==> src/rtl/mem_pkg.sv <==
// Shared definitions for the byte-wide main memory and its requester.
// Holds the memory geometry defaults, the core request size codes, the
// requester FSM state type, and a helper that turns a size code into a
// beat count.
package mem_pkg;

  localparam int DEF_WORD_SIZE = 8;
  localparam int DEF_ADDR_W    = 16;
  localparam int DEF_MEM_LEN   = 65000;
  localparam int DEF_MAX_BEATS = 4;

  // Core request size codes (code 3 is illegal)
  localparam logic [1:0] SZ_B = 2'd0;
  localparam logic [1:0] SZ_H = 2'd1;
  localparam logic [1:0] SZ_W = 2'd2;

  typedef enum logic [1:0] {
    IDLE   = 2'd0,
    ACCESS = 2'd1,
    RESP   = 2'd2
  } state_t;

  // Beats for a size code. Four bits so the illegal code 3 yields 8
  // instead of wrapping to 0.
  function automatic logic [3:0] size_beats(input logic [1:0] sz);
    return 4'd1 << sz;
  endfunction

endpackage

==> src/rtl/mem_word_requester.sv <==
// Requester-side controller for the byte-wide main memory.
// Accepts 8/16/32-bit loads/stores over valid/ready, walks the memory one
// byte per cycle (little-endian), and returns a response over valid/ready.
// Out-of-range or illegal-size requests get an immediate error response
// without touching memory.
//
// Ports
//   clk, reset                 clock; synchronous active-high reset
//   req_valid/req_ready        request handshake (ready only while idle)
//   req_write, req_size        1=store; 0/1/2 = 1/2/4 beats, 3 illegal
//   req_addr, req_wdata        base byte address, store data (byte 0 in LSBs)
//   resp_valid/resp_ready      response handshake
//   resp_rdata, resp_err       load data (zero-extended), reject flag
//   mem_addr, mem_wdata,       memory address, write byte, write enable
//   mem_we, mem_rdata          and async read data
module mem_word_requester
  import mem_pkg::*;
#(
  parameter int WORD_SIZE = DEF_WORD_SIZE,
  parameter int ADDR_W    = DEF_ADDR_W,
  parameter int MEM_LEN   = DEF_MEM_LEN,
  parameter int MAX_BEATS = DEF_MAX_BEATS
) (
  input  logic                           clk,
  input  logic                           reset,
  input  logic                           req_valid,
  output logic                           req_ready,
  input  logic                           req_write,
  input  logic [1:0]                     req_size,
  input  logic [ADDR_W-1:0]              req_addr,
  input  logic [MAX_BEATS*WORD_SIZE-1:0] req_wdata,
  output logic                           resp_valid,
  input  logic                           resp_ready,
  output logic [MAX_BEATS*WORD_SIZE-1:0] resp_rdata,
  output logic                           resp_err,
  output logic [ADDR_W-1:0]              mem_addr,
  output logic [WORD_SIZE-1:0]           mem_wdata,
  output logic                           mem_we,
  input  logic [WORD_SIZE-1:0]           mem_rdata
);

  localparam int DW = MAX_BEATS * WORD_SIZE;
  localparam int BW = (MAX_BEATS > 1) ? $clog2(MAX_BEATS) : 1;

  state_t            state;
  logic              write_q;
  logic              err_q;
  logic [BW-1:0]     beat;
  logic [BW-1:0]     last_beat;
  logic [ADDR_W-1:0] base;
  logic [DW-1:0]     wdata_q;
  logic [DW-1:0]     rdata_q;

  logic              in_access;
  logic [ADDR_W:0]   end_addr;
  logic              req_bad;

  // One extra bit so the end address of a request near the top of the
  // address space cannot wrap back into range.
  assign end_addr = {1'b0, req_addr}
                  + (ADDR_W+1)'(size_beats(req_size))
                  - (ADDR_W+1)'(1);
  assign req_bad  = (req_size == 2'd3) || (end_addr >= (ADDR_W+1)'(MEM_LEN));

  always_ff @(posedge clk) begin
    if (reset) begin
      state     <= IDLE;
      write_q   <= 1'b0;
      err_q     <= 1'b0;
      beat      <= '0;
      last_beat <= '0;
      base      <= '0;
      wdata_q   <= '0;
      rdata_q   <= '0;
    end else begin
      case (state)
        IDLE: begin
          if (req_valid) begin
            write_q   <= req_write;
            base      <= req_addr;
            wdata_q   <= req_wdata;
            last_beat <= BW'(size_beats(req_size) - 4'd1);
            beat      <= '0;
            rdata_q   <= '0;
            err_q     <= req_bad;
            state     <= req_bad ? RESP : ACCESS;
          end
        end
        ACCESS: begin
          if (!write_q)
            rdata_q[beat*WORD_SIZE +: WORD_SIZE] <= mem_rdata;
          if (beat == last_beat) state <= RESP;
          else                   beat  <= beat + 1'b1;
        end
        RESP: begin
          if (resp_ready) state <= IDLE;
        end
        default: state <= IDLE;
      endcase
    end
  end

  assign in_access  = (state == ACCESS);
  assign req_ready  = (state == IDLE);
  assign resp_valid = (state == RESP);
  assign resp_rdata = rdata_q;
  assign resp_err   = err_q;

  assign mem_addr   = in_access ? base + ADDR_W'(beat) : '0;
  assign mem_wdata  = in_access ? wdata_q[beat*WORD_SIZE +: WORD_SIZE] : '0;
  // Gated by reset so a beat in flight when reset arrives is not written.
  assign mem_we     = in_access && write_q && !reset;

endmodule

==> config.mk <==
export PLATFORM = sky130hd
export DESIGN_NAME = mem_word_requester
export DESIGN_NICKNAME = d
export VERILOG_FILES = /design/src/rtl/mem_pkg.sv /design/src/rtl/mem_word_requester.sv
export SDC_FILE = /design/constraint.sdc
export NUM_CORES = 1
export LEC_CHECK = 0
export CAP_MARGIN = 20
export CORE_UTILIZATION = 49
export CTS_CLUSTER_DIAMETER = 200
export DETAILED_ROUTE_END_ITERATION = 16
export PLACE_DENSITY = 0.87
export SYNTH_ARGS = -nofsm -noshare
export SYNTH_HDL_FRONTEND = slang
export SYNTH_SLANG_ARGS = --single-unit
==> constraint.sdc <==
create_clock -name clk -period 7.9 [get_ports clk]
set_input_delay 1.185 -clock clk [delete_from_list [all_inputs] [get_ports clk]]
set_output_delay 1.185 -clock clk [all_outputs]
set_load 0.01 [all_outputs]
Word-level counts from Yosys, hierarchy flattened
Index checks and enable logic that the tools add are counted.
- muxes and demuxes: 14
- add/subtract/negate cells: 6
- shifts and indexed selects: 4
- eq/ne operators: 9
- reduce and logical (&&, ||, !) cells: 10
- magnitude comparators: 1
- operator list (operator ; number):
    32-bit two-way mux ; 2
    32-bit one-hot mux with 2 select lines ; 1
    5-bit negator with 34-bit output ; 1
    8-bit by 34-bit variable shift with 32-bit output, first input constant ; 1
    8-bit by 34-bit variable part select with 32-bit output ; 1
    32-bit bitwise mux ; 1
    32-bit by 6-bit variable part select with 8-bit output ; 1
    16-bit by 4-bit adder with 17-bit output ; 1
    17-bit by 16-bit >= comparator with 1-bit output, second input constant ; 1
    17-bit by 1-bit subtractor with 17-bit output, second input constant ; 1
    16-bit by 2-bit adder with 16-bit output ; 1
    16-bit two-way mux ; 1
    2-bit two-way mux ; 6
    3-bit AND reduction ; 3
    8-bit two-way mux ; 1
    2-bit != test, second input constant ; 3
    2-bit one-hot mux with 3 select lines ; 1
    2-bit == test, second input constant ; 2
    2-bit by 1-bit != test with 1-bit output, second input constant ; 2
    2-bit one-hot mux with 2 select lines ; 1
    1-bit by 2-bit << shifter with 4-bit output, first input constant ; 1
    2-bit by 1-bit adder with 2-bit output, second input constant ; 1
    2-bit by 1-bit == test with 1-bit output, second input constant ; 1
    2-bit == test ; 1
    other kinds (7) ; 8
- bits of input ports: 63
- flip-flop bits (word level): 88
- logic and storage cells: 52
- output and inout bits: 60

Logic depth before layout (Yosys ltp)
- depth in word-level cells: 8
- gate-level depth with buffers: 13
- mapped depth without buffers: 13

Worst setup path after synthesis
No wires, ideal clock.
- kind: input to register
- from: in req_size[1]
- to: reg state[1]
- library setup time: 0.096 ns
- data arrival time: 3.916 ns
- required time: 7.804 ns
- setup slack: 3.888 ns
- stages: 13
- path buffers: 0
- cell sequence: nand2b_1 > ha_1 > inv_1 > ha_1 > fa_1 > a21o_1 > a221oi_2 > o21ai_1 > nand4_1 > mux2_1 > nor4_2 > a211oi_1 > o41ai_2
- word-level cells in the longest chain between the ends: 8
- elaborated cells between the ends (all ways): 9
- classes of those cells: add/sub (2); order compare (1); eq/ne (1); shift (1); mux (3); reduce/logical (1)
- RTL lines (what ; RTL line ; text):
    start: declaration ; mem_word_requester.sv:29 ; input logic [1:0] req_size,
    1-bit by 2-bit << shifter with 4-bit output ; -- ;
    16-bit by 4-bit adder with 17-bit output ; mem_word_requester.sv:61 ; + (ADDR_W+1)'(size_beats(req_size))
    17-bit by 1-bit subtractor with 17-bit output ; mem_word_requester.sv:62 ; - (ADDR_W+1)'(1);
    17-bit by 16-bit >= comparator with 1-bit output ; mem_word_requester.sv:63 ; assign req_bad = (req_size == 2'd3) || (end_addr >= (ADDR_W+1)'(MEM_LEN));
    1-bit logical OR * ; mem_word_requester.sv:63 ;
    2-bit two-way mux * ; mem_word_requester.sv:86 ; state <= req_bad ? RESP : ACCESS;
    2-bit two-way mux * ; mem_word_requester.sv:78 ; if (req_valid) begin
    2-bit one-hot mux with 3 select lines * ; mem_word_requester.sv:76 ; case (state)
    end signal: assignment ; mem_word_requester.sv:86 ;
    end: declaration ; mem_word_requester.sv:45 ; state_t state;
Every way passes the cells marked *; elsewhere a longest branch is shown, timed or not. The select of a mux whose other input is x is not followed.
A chain may end at the register's enable or synchronous reset.

Worst setup path in the final report
- from: in req_size[1]
- to: reg err_q, in the netlist resp_err
- word-level cells in the longest chain between the ends: 5
- elaborated cells between the ends (all ways): 6
- classes of those cells: add/sub (2); order compare (1); eq/ne (1); shift (1); reduce/logical (1)
- RTL lines (what ; RTL line ; text):
    1-bit by 2-bit << shifter with 4-bit output ; -- ;
    16-bit by 4-bit adder with 17-bit output ; mem_word_requester.sv:61 ;
    17-bit by 1-bit subtractor with 17-bit output ; mem_word_requester.sv:62 ;
    17-bit by 16-bit >= comparator with 1-bit output ; mem_word_requester.sv:63 ;
    1-bit logical OR * ; mem_word_requester.sv:63 ;
    end signal: assignment ; mem_word_requester.sv:85 ; err_q <= req_bad;
    end: declaration ; mem_word_requester.sv:47 ; logic err_q;
Every way passes the cells marked *; elsewhere a longest branch is shown, timed or not.

==> results.py <==
metrics = {
    "power_and_ir_drop": {
        "clockPowerShare_pct": 27.7,
        "pwr-share-seq_pct": 48.0,
        "p_total_mw": 1.02,
        "power.share.switching_pct": 31.5,
        "p_comb_share_pct": 24.2,
        "irDropWorstVdd_v": 0.0000977,
        "intPower_mw": 0.701,
        "netSwitchingPower_mw": 0.322,
        "cellPowerDensity_nw_per_um2": 163,
        "power.leakage_nw": 2.34,
    },
    "cells_and_area": {
        "area_delta_synth_final_pct": 30.4,
        "post_route_cells_drive_above_1_share_pct": 5.23,
        "multiInputGateArea_um2": 2830,
        "finalCoreUtilization_pct": 66.9,
        "antenna_diode_count": 0,
        "mostFrequentLayoutCells": "nand2_1, clkdlybuf4s50_1, dfxtp_1, a21oi_1, nor2_1",
        "fillerInstances": 799,
        "mostFrequentLayoutCell": "nand2_1",
        "layout.nets": 811,
        "layoutNonFillerInstCount": 855,
        "register_area_um2": 1760,
    },
    "critical_path": {
        "crit_path_start_kind": "input port",
        "worstPathArrival_ns": 4.75,
        "cp_cell_sequence": "clkdlybuf4s50_1, nand2b_1, ha_1, inv_1, ha_1, fa_1, a21o_1, a221oi_2, o21ai_1, nand4_1, mux2_1, nor4_2, a221oi_1, a211oi_1",
        "critPathSlowestCell": "clkdlybuf4s50_1",
        "max_stage_delay_ns": 0.50,
        "crit_path_frequent_cell": "ha_1",
        "worst-setup-path-type": "in -> reg",
        "critPathMaxFanout": 6,
        "critical_path_required_ns": 8.15,
        "timing.critical_path.to_type": "register",
    },
    "sta": {
        "max_freq_mhz": 222,
        "period_needed_ns": 4.50,
        "tightest_slew_ns": 1.02,
        "hold_viol_final": 0,
        "rsz0062_at_grt": "no",
        "final_layout_setup_total_negative_slack_ns": 0,
        "maxSlewHeadroom_pct": 31.9,
        "fin_hold_ws_ns": 0.454,
        "report.final.slew_viol_count": 0,
        "post-route-period-util_pct": 56.9,
        "worst_clock_skew_ns": 0.0113,
        "finalSetupViolCount": 0,
    },
    "logic_synthesis": {
        "post_synth_inst_count": 617,
        "synth_seq_area_share_pct": 36.6,
        "ys_warn_count": 0,
        "synth.largest_area_cell": "dfxtp_1",
        "synth.ff_latch_count": 88,
        "yosys.area_share.simple_pct": 24.3,
        "netlist-cell-type-count": 51,
        "synth-adder-area-share_pct": 7.34,
        "synthMuxAreaShare_pct": 4.40,
        "yosysTopAreaCellShare_pct": 36.6,
        "synth-edff-count": 0,
        "synthFlopType": "dfxtp_1",
        "synth-compound-area-share_pct": 19.0,
        "ys_top_cells_by_area": "dfxtp_1, nand2_1, a21oi_1, ha_1, mux4_2",
        "yosys.area_share.xor_xnor_pct": 3.64,
        "largest_family_of_logic_cells_by_synthesized_area": "simple AND/OR/NAND/NOR gates",
        "syn_area_per_cell_um2": 7.80,
        "syn_nets": 707,
        "synthArstFlopShare_pct": 0,
        "synthesis.area_um2": 4810,
    },
    "placement": {
        "place.detailed.instances": 839,
        "buffer_ports.inserted": 122,
        "place.gp.congestion": 0.920,
        "hpwlAfterDp_um": 9760,
    },
    "route": {
        "ant_nets": 0,
        "drtIter0Drc": 269,
        "routedWlPerCell_um": 15.6,
        "route.detailed.drc": 0,
        "drt_pass1_iterations": 5,
        "detailroute.via_count": 4783,
        "finalWirelength_um": 13300,
        "via_per_inst": 5.59,
    },
    "cts": {
        "cts_tree": "built",
        "clock_latency_on_the_worst_skew_pair_ns": 0.34,
        "cts_htree_levels": 3,
        "tritoncts.num_buffers": 9,
        "post-cts-setup-buffers": 0,
        "ctsRootBufferMaster": "clkbuf_8",
        "clockBufferDepth": 2,
        "ctsHoldBuffers": 0,
        "ctsResizeCount": 0,
        "cts_num_sinks": 88,
        "clk_pin_slew_worst_paths_ns": 0.09,
    },
    "hold_path": {
        "hold_class": "reg -> reg",
    },
    "die": {
        "design.die.area_um2": 10200,
        "placementRows": 35,
        "core_um2": 9370,
        "fp.dieH_um": 101,
        "boundaryPins": 123,
        "die_width_um": 101,
        "initial_utilization_pct": 51.3,
    },
    "flow_run": {
        "drv.max_cap_violation_count": 0,
    },
    "grt": {
        "first_global_vias": 4618,
        "grt_antenna_before_repair": 0,
        "grt_overflow_total": 0,
        "grt_start_max_net_pins": 90,
        "grt_pass1_wl_um": 21400,
        "track_usage_pct": 26.5,
    },
    "run_status": {
        "run_status": "finished clean",
    },
}
worst paths after layout:
path / from / to / slack (ns) / depth (start not counted)
setup reg to reg: beat[0]$_SDFFE_PP0P_ / resp_rdata[9]$_SDFFE_PP0P_ / 5.12 / 7
hold reg to reg: resp_rdata[23]$_SDFFE_PP0P_ / resp_rdata[23]$_SDFFE_PP0P_ / 0.45 / 2
setup / recovery: req_size[1] / resp_err$_SDFFE_PP0P_ / 3.40 / 14
hold / removal: resp_rdata[23]$_SDFFE_PP0P_ / resp_rdata[23]$_SDFFE_PP0P_ / 0.45 / 2
critical path: cells and delay by family:
family | cells | cell delay (ns)
fa+ha+maj | 3 | 0.96
simple gates | 3 | 0.64
compound gates | 5 | 1.08
buf+inv | 2 | 0.54
mux | 1 | 0.34
per-layer routing:
layer	up-vias	track usage (%)	routed length, um
li1	2336	-	-
met1	2245	32.2	5550
met2	187	47.1	6610
met3	15	5.20	945
met4	0	8.14	227
met5	-	0	0
state kept, by name, summed over array words and instances (netlist names):
| signal | cells |
|---|---|
| resp_err | 1 |
| state | 2 |
| beat | 2 |
| resp_rdata | 32 |
| write_q | 1 |
| last_beat | 2 |
| base | 16 |
| wdata_q | 32 |
layout make-up:
type | count | share of cell area (%)
inverter | 27 | 1.62
sequential | 88 | 28.1
clock buffer | 11 | 2.25
tap | 129 | 2.57
timing repair buffer | 125 | 19.8
multi-input combinational | 470 | 45.1
clock inverter | 5 | 0.638
per-stage QoR:
step	area, um2	setup WS [ns]
after floorplan	4810	3.89
after global placement	6090	3.22
after detailed placement	6090	3.05
after CTS	6270	3.41
after global routing	6270	3.23
final	6270	3.40
Yosys cell counts, types with 2 or more instances:
library cell and instances:
nand2b_1 5, inv_1 27, ha_1 25, dfxtp_1 88, o21ai_0 13, a211oi_1 4
clkbuf_1 30, a22oi_1 16, o211ai_1 2, nand4_1 5, or3_1 5, or2_2 2
a21oi_1 83, a221oi_1 2, nor2_1 40, o21ai_1 2, xor2_1 9, a21o_1 12
nand3_1 27, mux2i_1 2, mux4_2 8, fa_1 2, a31oi_1 4, nor2b_1 4
nor3_1 9, xnor2_1 11, and2_1 13, and3_1 3, nand2_1 142
power by group through the flow:
| stage | clock (mW) | combinational [mW] | sequential (mW) |
|---|---|---|---|
| 2_1_floorplan | 0 | 0.163 | 0.494 |
| 3_3_place_gp | 0 | 0.237 | 0.499 |
| 3_5_place_dp | 0 | 0.244 | 0.501 |
| 4_1_cts | 0.291 | 0.245 | 0.491 |
| 5_1_grt | 0.308 | 0.273 | 0.496 |
| 6_report | 0.284 | 0.248 | 0.492 |
kinds of logic (layout without fill, tap and decap cells):
kind of cell / after synthesis / after routing
mux: 11 / 11
buf+inv: 59 / 168
compound gates: 149 / 149
xor+xnor: 20 / 20
fa+ha+maj: 27 / 27
simple gates: 263 / 263
flops: 88 / 88
Note: power is estimated with default switching activity, not from simulation.
